**src/rtl/nes_clk_scheduler.sv**
```systemverilog
// rtl/nes_clk_scheduler.sv - CPU/PPU clock-enable sequencer with run/halt/step control
// Optional NES_CLK_LEVEL_OUT_EN adds level clocks cpu_clk/ppu_clk for legacy consumers.
module nes_clk_scheduler #(
  parameter int CPU_DIV      = 12,
  parameter int PPU_DIV      = 4,
  parameter int START_HALTED = 0,
  parameter int CNT_W        = 32
) (
  input  logic             clk,
  input  logic             reset,
  input  logic             halt_req,
  input  logic             step_req,
  output logic             cpu_ce,
  output logic             ppu_ce,
  output logic [3:0]       cpu_phase,
  output logic             halted,
  output logic             step_done,
  output logic [CNT_W-1:0] cpu_cycle_count
`ifdef NES_CLK_LEVEL_OUT_EN
  ,
  output logic             cpu_clk,
  output logic             ppu_clk
`endif
);

  localparam logic [1:0] ST_RUN   = 2'd0;
  localparam logic [1:0] ST_HALT  = 2'd1;
  localparam logic [1:0] ST_STEP  = 2'd2;
  localparam logic [1:0] ST_RESET = (START_HALTED != 0) ? ST_HALT : ST_RUN;

  localparam logic [3:0] CPU_LAST = 4'(CPU_DIV - 1);
  localparam logic [3:0] PPU_LAST = 4'(PPU_DIV - 1);

  logic [1:0] state;
  logic [1:0] state_nxt;
  logic [3:0] cpu_cnt;
  logic [3:0] ppu_cnt;
  logic       adv;

  assign adv       = (state == ST_RUN) || (state == ST_STEP);
  assign cpu_ce    = !reset && adv && (cpu_cnt == CPU_LAST);
  assign ppu_ce    = !reset && adv && (ppu_cnt == PPU_LAST);
  assign cpu_phase = cpu_cnt;

`ifdef NES_CLK_LEVEL_OUT_EN
  assign cpu_clk = (cpu_cnt < 4'(CPU_DIV / 2));
  assign ppu_clk = (ppu_cnt < 4'(PPU_DIV / 2));
`endif

  // Halt is only taken on the cpu_ce edge, so HALT always parks at cpu_cnt == 0.
  always_comb begin
    state_nxt = state;
    case (state)
      ST_RUN:  if (halt_req && cpu_ce) state_nxt = ST_HALT;
      ST_HALT: begin
        if (!halt_req)     state_nxt = ST_RUN;
        else if (step_req) state_nxt = ST_STEP;
      end
      ST_STEP: if (cpu_ce) state_nxt = ST_HALT;
      default: state_nxt = ST_RESET;
    endcase
  end

  always_ff @(posedge clk) begin
    if (reset) begin
      state           <= ST_RESET;
      halted          <= (ST_RESET == ST_HALT);
      cpu_cnt         <= '0;
      ppu_cnt         <= '0;
      step_done       <= 1'b0;
      cpu_cycle_count <= '0;
    end else begin
      state     <= state_nxt;
      halted    <= (state_nxt == ST_HALT);
      step_done <= (state == ST_STEP) && cpu_ce;
      if (adv) begin
        cpu_cnt <= cpu_ce ? 4'd0 : cpu_cnt + 4'd1;
        // ppu_cnt keeps its own phase; it is never realigned to the CPU boundary.
        ppu_cnt <= ppu_ce ? 4'd0 : ppu_cnt + 4'd1;
      end
      cpu_cycle_count <= cpu_cycle_count + CNT_W'(cpu_ce);
    end
  end

endmodule

```
**config.mk**
```make
export PLATFORM = sky130hd
export DESIGN_NAME = nes_clk_scheduler
export DESIGN_NICKNAME = d
export VERILOG_FILES = /design/src/rtl/nes_clk_scheduler.sv
export SDC_FILE = /design/constraint.sdc
export NUM_CORES = 1
export LEC_CHECK = 0
export CORE_MARGIN = 2
export CORE_UTILIZATION = 30
export CTS_CLUSTER_DIAMETER = 100
export DETAILED_ROUTE_END_ITERATION = 8
export PLACE_DENSITY = 0.63
export SLEW_MARGIN = 20
export SYNTH_ARGS = -nofsm -noshare
export SYNTH_HDL_FRONTEND = slang
export SYNTH_SLANG_ARGS = --single-unit
export TNS_END_PERCENT = 100
```
**constraint.sdc**
```tcl
create_clock -name clk -period 4 [get_ports clk]
set_clock_uncertainty 0.15 [all_clocks]
set_input_delay 0.4 -clock clk [delete_from_list [all_inputs] [get_ports clk]]
set_output_delay 0.4 -clock clk [all_outputs]
set_load 0.01 [all_outputs]
```
## Word-level counts from Yosys, hierarchy flattened

Cells that the tools add are included.

| cells by class | value |
|---|---|
| add/sub/neg operators | 3 |
| equality and inequality tests | 5 |
| mux-type cells | 7 |
| reduce and logical (&&, ||, !) cells | 8 |

Operators by type and width:

| kind | number |
|---|---|
| $add A32 B1 Y32 | 1 |
| $add A4 B1 Y4 const B | 2 |
| $mux W2 | 4 |
| $mux W4 | 2 |
| $pmux W2 S3 | 1 |
| $logic_and A1 B1 Y1 | 5 |
| $eq A2 B1 Y1 const B | 2 |
| $eq A4 B2 Y1 const B | 1 |
| $eq A4 B4 Y1 const B | 1 |
| $eq A2 B2 Y1 const B | 1 |
| $logic_not A2 Y1 | 1 |
| $logic_not A1 Y1 | 1 |
| $logic_or A1 B1 Y1 | 1 |

| storage, ports and cells | value |
|---|---|
| register bits | 44 |
| input bits | 4 |

## Longest topological paths before layout

Gate-level depths: netlist of run 1.

| logic depth | value |
|---|---|
| depth after elaboration | 8 |
| depth in mapped cells | 10 |

## Worst setup path after synthesis of run 1

No wires, ideal clock.

| path | value |
|---|---|
| kind | flip-flop to flip-flop |
| start point | reg cpu_cnt[0], in the netlist cpu_phase[0] |
| end point | reg cpu_cycle_count[18] |
| setup time | 70 ps |
| data arrival time | 3305 ps |
| data required time | 3780 ps |
| setup slack | 474 ps |
| stages on the path, launching flop included | 11 |
| path buffers | 1 |
| clock period less this slack | 3526 ps |
| path through | dfxtp_1 -> ha_1 -> or3b_2 -> nor3b_1 -> ha_1 -> ha_1 -> nand4_1 -> or3_1 -> clkbuf_1 -> or3_1 -> a21oi_1 |

| on the way | value |
|---|---|
| cells in the longest elaborated chain, start to end | 3 |

Ends and longest elaborated chain:

| element | RTL line | text |
|---|---|---|
| start, declared | 36 | `logic [3:0] cpu_cnt;` |
| start signal, assigned | 77 | `cpu_cnt <= cpu_ce ? 4'd0 : cpu_cnt + 4'd1;` |
| $eq A4 B4 Y1 | 41 | `assign cpu_ce = !reset && adv && (cpu_cnt == CPU_LAST);` |
| $logic_and A1 B1 Y1 | 41 |  |
| net cpu_ce | 13 | `output logic cpu_ce,` |
| $add A32 B1 Y32 | 81 | `cpu_cycle_count <= cpu_cycle_count + CNT_W'(cpu_ce);` |
| end signal, assigned | 81 |  |
| end, declared | 18 | `output logic [CNT_W-1:0] cpu_cycle_count` |

The timed path passes the listed nets, and every way through them passes these cells.
A chain may end at the register's enable or synchronous reset.

## Final worst setup path of run 1

| path | value |
|---|---|
| start point | reg cpu_cnt[0], in the netlist cpu_phase[0] |
| end point | reg cpu_cycle_count[30] |

| on the way | value |
|---|---|
| cells in the longest elaborated chain, start to end | 3 |

Ends and longest elaborated chain:

| element | RTL line |
|---|---|
| $eq A4 B4 Y1 | 41 |
| $logic_and A1 B1 Y1 | 41 |
| $add A32 B1 Y32 | 81 |

No other way between the ends.

==> run metrics, run 1 <==
initial antenna violation count 0; origin of the critical flop-to-flop path cpu_phase[0]$_SDFFE_PP0N_; First DRT Iteration DRCs ~110; sequential power share 58.2%; Sw Share 22.1%; drt total wl 4.48 mm; number of global-route vias before repair around 1700; most area-hungry cell type in the Yosys netlist dfxtp_1; Die Y-Extent roughly 85 µm; distinct cell type count after synthesis 32; Util after Layout between 40% and 50%; register bit total from synthesis between 40 and 50; pin count of the biggest net entering global routing 45; max incr delay on CP 0.53 ns; pre-CTS WS 0.585 ns; antenna viol nets, final 0; flop2flop setup slack 0.55 ns; FILL cells 660; status finished clean; post-DP HPWL slightly above 3 mm; Total GRT Usage 13.0%; combinational share of power under 10%; Synth Area in Adders ~3.1%; Die Area 0.00730 mm²; hold-critical path depth 2; post_cts resized 0; DRT Pass-1 Iters 4; pwr/cell area 299 mW/mm²; main combinational cell family by area after synthesis simple AND/OR/NAND/NOR gates; Slew HR a little over half; CP Max Fanout 14; hold-fix buffers at CTS 0; Synth top area share around 44%; period utilization 86.4%; global-route wire length before repair ~7.6 mm; area delta synth->final 29.2%; Cell Rows 29; max-cap viol count 0; Synth Area in XOR/XNOR under 10%; Register Area approximately 900 µm²; net count after synthesis 240; Startpoint Class flip-flop; routed vias/inst 5.13; post-CTS setup repair buffer count 0; R2R Path End cpu_cycle_count[30]$_SDFF_PP0_; Starting Density 31.2%; VDD IR-drop max 0.000165 V; fin worst setup slack 0.545 ns; Avg Inst Size Synth around 8.6 µm²; Highest Clock Rate 0.289 GHz; DR WL/cell approximately 13 µm; sw power 170 µW; FF-to-FF path depth 10; Clock Sinks 44; hold endpoint cpu_cycle_count[31]$_SDFF_PP0_; H-tree levels 2; n_diodes 0; most frequent cells in the layout dfxtp_1, clkdlybuf4s50_1, a21oi_1, nor2_1, nand2_1; Slowest-stage cell, CP or3_1; Post-Syn Area 0.00199 mm²; share of post-route cells with drive strength above 1 4.06%; Hold Fails Final Rpt 0; Horiz. Die Dim 85.5 µm; CP Data Arrival Time between 3 and 4 ns; Port Buffer Count 43; fin. max-slew vios 0; Core ar. 0.00639 mm²; CTS clk-pin slew, worst paths 0.08 ns; Tmin final 3.45 ns; TritonCTS clock tree done; RSZ-0062 raised after global routing false; Pwr Total 768 µW; HP Start cpu_cycle_count[31]$_SDFF_PP0_; Syn Inst Count 231; total CTS buffers 5; Max Root-Sink Buffers 2; mux contribution to synthesized area 1.01%; CP Capture Type flip-flop; grt ovf 0; actual slew at the worst max-slew pin 0.712 ns; clock network power share approximately 38%; nets 279; area taken by multi-input logic gates 0.00104 mm²; leakage power 0.819 nW; Post-Layout Cell Count about 350; commonest non-fill, non-tap cell in the layout dfxtp_1; final setup violating endpoints 0; worst hold-check path type reg2reg; Synth Warn # 0; # DRC 0; TNS Setup 0 ns; Most Frequent Cell on Critical Path ha_1; placed insts 340; post-synthesis simple-gate area fraction 28.9%; clk root buf clkbuf_8; CP Cell Sequence ha_1 > or3b_2 > nor3b_1 > buf_4 > ha_1 > ha_1 > nand4_1 > or3_1 > or4_1 > a21oi_1; io pins 44; critical path class reg2reg; register area share after synthesis between 40 and 50%; clk_lat worst skew approximately 0.3 ns; Pint 598 µW; Worst Path Required between 4 and 5 ns; vias around 1800; Final GP Congestion 0.732; post-synthesis compound-gate area fraction 13.9%; largest cells by area after synthesis dfxtp_1, a21oi_1, or4_1
stage by stage:
step / hold WS, ns / instance area (µm²)
floorplan: 0.341 / 1990
global placement: 0.317 / 2480
detailed placement: 0.327 / 2480
CTS: 0.340 / 2570
global route: 0.362 / 2570
finish: 0.337 / 2570
cell families after synthesis:
logic type | count (synthesis)
mux | 2
simple gates | 101
flops | 44
fa+ha+maj | 5
xor+xnor | 12
compound gates | 49
buf+inv | 18
how the worst max path moves through the flow:
stage / depth (start not counted) / slack (ns) / startpoint / end
floorplan: 10 / 0.47 / cpu_phase[0]$_SDFFE_PP0N_ / cpu_cycle_count[18]$_SDFF_PP0_
global placement: 10 / 0.67 / cpu_phase[0]$_SDFFE_PP0N_ / cpu_cycle_count[28]$_SDFF_PP0_
detailed placement: 10 / 0.58 / cpu_phase[0]$_SDFFE_PP0N_ / cpu_cycle_count[28]$_SDFF_PP0_
CTS: 10 / 0.55 / cpu_phase[0]$_SDFFE_PP0N_ / cpu_cycle_count[30]$_SDFF_PP0_
global route: 10 / 0.24 / cpu_phase[0]$_SDFFE_PP0N_ / cpu_cycle_count[30]$_SDFF_PP0_
finish: 10 / 0.55 / cpu_phase[0]$_SDFFE_PP0N_ / cpu_cycle_count[30]$_SDFF_PP0_
synthesized netlist by cell type:
cell and instances:
nand4_4 1, dfxtp_1 44, nor2b_1 6, nand2b_1 3
or4_1 12, buf_2 2, and3_1 2, nor4_1 4
and4_2 1, o21ai_0 11, inv_1 5, or3_1 10
o31ai_1 10, mux2i_1 2, or3b_2 1, buf_1 1
nor3_1 4, a311oi_1 1, ha_1 5, nand2_1 13
nand4_1 7, and4_1 2, a21oi_1 26, clkbuf_1 10
xnor2_1 8, xor2_1 4, nand4b_1 1, nor2_1 21
nand3_1 10, and2_1 1, a211oi_1 1, nor3b_1 2
final cells by class:
class / instances / area share, %
multi-input combinational: 169 / 40.4
tap: 77 / 3.75
inverter: 5 / 0.730
clock buffer: 8 / 3.50
sequential: 44 / 34.3
timing repair buffer: 45 / 17.3
routing by layer:
| metal | part of all wire (%) | routed length, µm | global-route usage (%) |
|---|---|---|---|
| met1 | 49 | 2200 | 17.0 |
| met2 | 45 | 2000 | 20.5 |
| met3 | 4.3 | 193 | 3.02 |
| met4 | 1.7 | 78 | 5.19 |
| met5 | 0 | 0 | 0 |
worst max-delay path: cells and delay by family, from the launching register on:
kind                       cells  cell delay (ns)
and+or+nand+nor                5             1.89
AOI/OAI and AO/OA              1             0.15
adders and majority gates      3             0.64
buffers and inverters          1             0.17
DFF                            1             0.39
power by group through the flow:
stage	clock [mW]	combinational (mW)	sequential, mW
global placement	0	0.0314	0.457
finish	0.290	0.0312	0.447
floorplan	0	0.0176	0.458
global route	0.316	0.0354	0.448
CTS	0.303	0.0319	0.447
detailed placement	0	0.0318	0.457
sequential cells by signal, indices dropped and copies added (netlist names):
name and count:
cpu_cycle_count 32, cpu_phase 4, halted 1, ppu_cnt 4, state 2, step_done 1
(Power assumes the default switching activity.)
==> run 2, diff against run 1 <==
==> constraint.sdc (replaced) <==
create_clock -name clk -period 3.45 [get_ports clk]
set_clock_uncertainty 0.15 [all_clocks]
set_input_delay 0.345 -clock clk [delete_from_list [all_inputs] [get_ports clk]]
set_output_delay 0.345 -clock clk [all_outputs]
set_load 0.01 [all_outputs]
==> run 2 against run 1 <==
Net effect: first-iteration DRC count down 55%; sequential cell count is the same; non-clock buffer count rose by 2; via count up 0.84%; sequential share of layout area decreased by 0.65 points; die area stayed put; fmax grew 9.1%; highest routed layer unchanged; critical path type unchanged.
==> run metrics, run 2 (synthesized netlist as in run 1, its figures left out) <==
met2 Use GR 19.7% (-0.85 points); pwr/cell area 369 mW/mm² (+23%); post_cts resized 0 (unchanged); FF-to-FF path depth 8 (-2); max-cap viol count 0 (unchanged); actual slew at the worst max-slew pin 0.714 ns (+0.00276 ns); max reg flops 32 (unchanged); area delta synth->final 31.7%; Horiz. Die Dim 85.5 µm (unchanged); total CTS buffers 5 (unchanged); CP Capture Type flip-flop; CP Max Fanout 10 (-4); GR peak layer met2; FILL cells 657 (-0.45%); Worst Path Required 3.53 ns (-0.55 ns); Hold Fails Final Rpt 0 (unchanged); CP Data Arrival Time 3.24 ns (-0.29 ns); Startpoint Class flip-flop; R2R Path End cpu_cycle_count[31]$_SDFF_PP0_; clk root buf clkbuf_8; Die Y-Extent 85.5 µm (unchanged); period utilization 91.8% (+5.4 points); critical path class reg2reg; Total GRT Usage 13.0% (+0.046 points); pin count of the biggest net entering global routing 45 (unchanged); share of post-route cells with drive strength above 1 6.23% (+2.2 points); Tmin final 3.17 ns (-0.289 ns); io pins 44 (unchanged); routed vias/inst 5.14 (+0.26%); final setup violating endpoints 0 (unchanged); worst hold-check path type reg2reg; initial antenna violation count 0 (unchanged); Die Area 0.00730 mm² (unchanged); flop2flop setup slack 0.28 ns (-0.26 ns); Max Root-Sink Buffers 2 (unchanged); nets 281 (+0.72%); Slowest-stage cell, CP or4_1; most frequent cells in the layout dfxtp_1, clkdlybuf4s50_1, a21oi_1, nor2_1, nand2_1; antenna viol nets, final 0 (unchanged); hold-critical path depth 2 (unchanged); DR WL/cell 12.8 µm (-0.44%); DRT Pass-1 Iters 4 (unchanged); met1 Usage GRT 17.6% (+0.62 points); Highest Clock Rate 0.316 GHz (+9.1%); vias 1799 (+0.84%); commonest non-fill, non-tap cell in the layout dfxtp_1; largest reg by FF count cpu_cycle_count; RSZ-0062 raised after global routing false; status finished clean; CP Cell Sequence ha_1 > or3b_2 > nor3b_2 > ha_1 > nand3_1 > or4_1 > or4_1 > a21oi_1; Clock Sinks 44 (unchanged); HP Start cpu_cycle_count[31]$_SDFF_PP0_; drt total wl 4.49 mm (+0.13%); Port Buffer Count 43 (unchanged); Core ar. 0.00639 mm² (unchanged); Util after Layout 41.0% (+0.78 points); H-tree levels 2 (unchanged); grt ovf 0 (unchanged); # DRC 0 (unchanged); Slew HR 52.2% (-0.18 points); grt met3 use 3.50% (+0.49 points); CTS clk-pin slew, worst paths 0.08 ns (about the same); post-DP HPWL 3.08 mm (+0.19%); Final GP Congestion 0.788 (+7.8%); hold-fix buffers at CTS 0 (unchanged); Starting Density 31.2% (unchanged); post-CTS setup repair buffer count 0 (unchanged); number of global-route vias before repair 1678 (-0.94%); Cell Rows 29 (unchanged); TritonCTS clock tree done; origin of the critical flop-to-flop path cpu_phase[0]$_SDFFE_PP0N_; global-route wire length before repair 7.72 mm (+1.2%); clk_lat worst skew 0.30 ns (about the same); Pwr Total 967 µW (+26%); VDD IR-drop max 0.000141 V (-14%); leakage power 0.841 nW (+2.7%); n_diodes 0 (unchanged); fin. max-slew vios 0 (unchanged); max incr delay on CP 0.64 ns (+0.11 ns); TNS Setup 0 ns (unchanged); First DRT Iteration DRCs 49 (-55%); hold endpoint cpu_cycle_count[31]$_SDFF_PP0_
==> run 2: cell count changes in the layout (fill, tap and decap cells not counted), sizes merged <==
cell	previous run	this run
bufinv	0	1
clkbuf	8	5
clkinvlp	0	1
inv	5	6
buf	2	4
==> run 2: worst max-delay path by stage <==
stage                                     end  cells after the start                      start  slack (ns)
3_5_place_dp   cpu_cycle_count[30]$_SDFF_PP0_                      9  cpu_phase[0]$_SDFFE_PP0N_        0.24
5_1_grt        cpu_cycle_count[31]$_SDFF_PP0_                      8  cpu_phase[0]$_SDFFE_PP0N_        0.06
2_1_floorplan  cpu_cycle_count[18]$_SDFF_PP0_                     10  cpu_phase[0]$_SDFFE_PP0N_        0.18
4_1_cts        cpu_cycle_count[28]$_SDFF_PP0_                      9  cpu_phase[0]$_SDFFE_PP0N_        0.21
6_report       cpu_cycle_count[31]$_SDFF_PP0_                      8  cpu_phase[0]$_SDFFE_PP0N_        0.28
3_3_place_gp   cpu_cycle_count[30]$_SDFF_PP0_                      9  cpu_phase[0]$_SDFFE_PP0N_        0.31
==> run 2: area by class of cell <==
cell class / instances / area [µm²] / area share (%)
tap: 77 / 96.3 / 3.68
inverter: 5 / 18.8 / 0.716
sequential: 44 / 881 / 33.6
multi-input combinational: 169 / 1050 / 40.0
clock buffer: 5 / 68.8 / 2.63
clock inverter: 3 / 46.3 / 1.77
timing repair buffer: 47 / 460 / 17.6
==> run 2: power by group <==
group | internal, mW | switching (mW)
clock network | 0.218 | 0.193
registers | 0.513 | 0.00525
logic | 0.0172 | 0.0198
==> run 2: through the flow <==
step	setup slack [ns]	hold slack [ns]	instances	instance area [µm²]
floorplan	0.185	0.341	231	2000
global placement	0.309	0.316	342	2500
detailed placement	0.242	0.329	342	2500
CTS	0.209	0.341	350	2620
global route	0.0606	0.358	350	2620
finish	0.284	0.334	350	2620
==> run 2: metal layers <==
layer	up-vias	part of all wire, %
met5	-	0
met4	0	1.5
met3	6	4.2
met2	37	44
met1	832	51
li1	924	-
==> run 2: worst max-delay path: cells and delay by family (launching register included) <==
family	cells	cell delay, ns
simple gates	5	2.02
fa+ha+maj	2	0.41
flops	1	0.38
compound gates	1	0.14
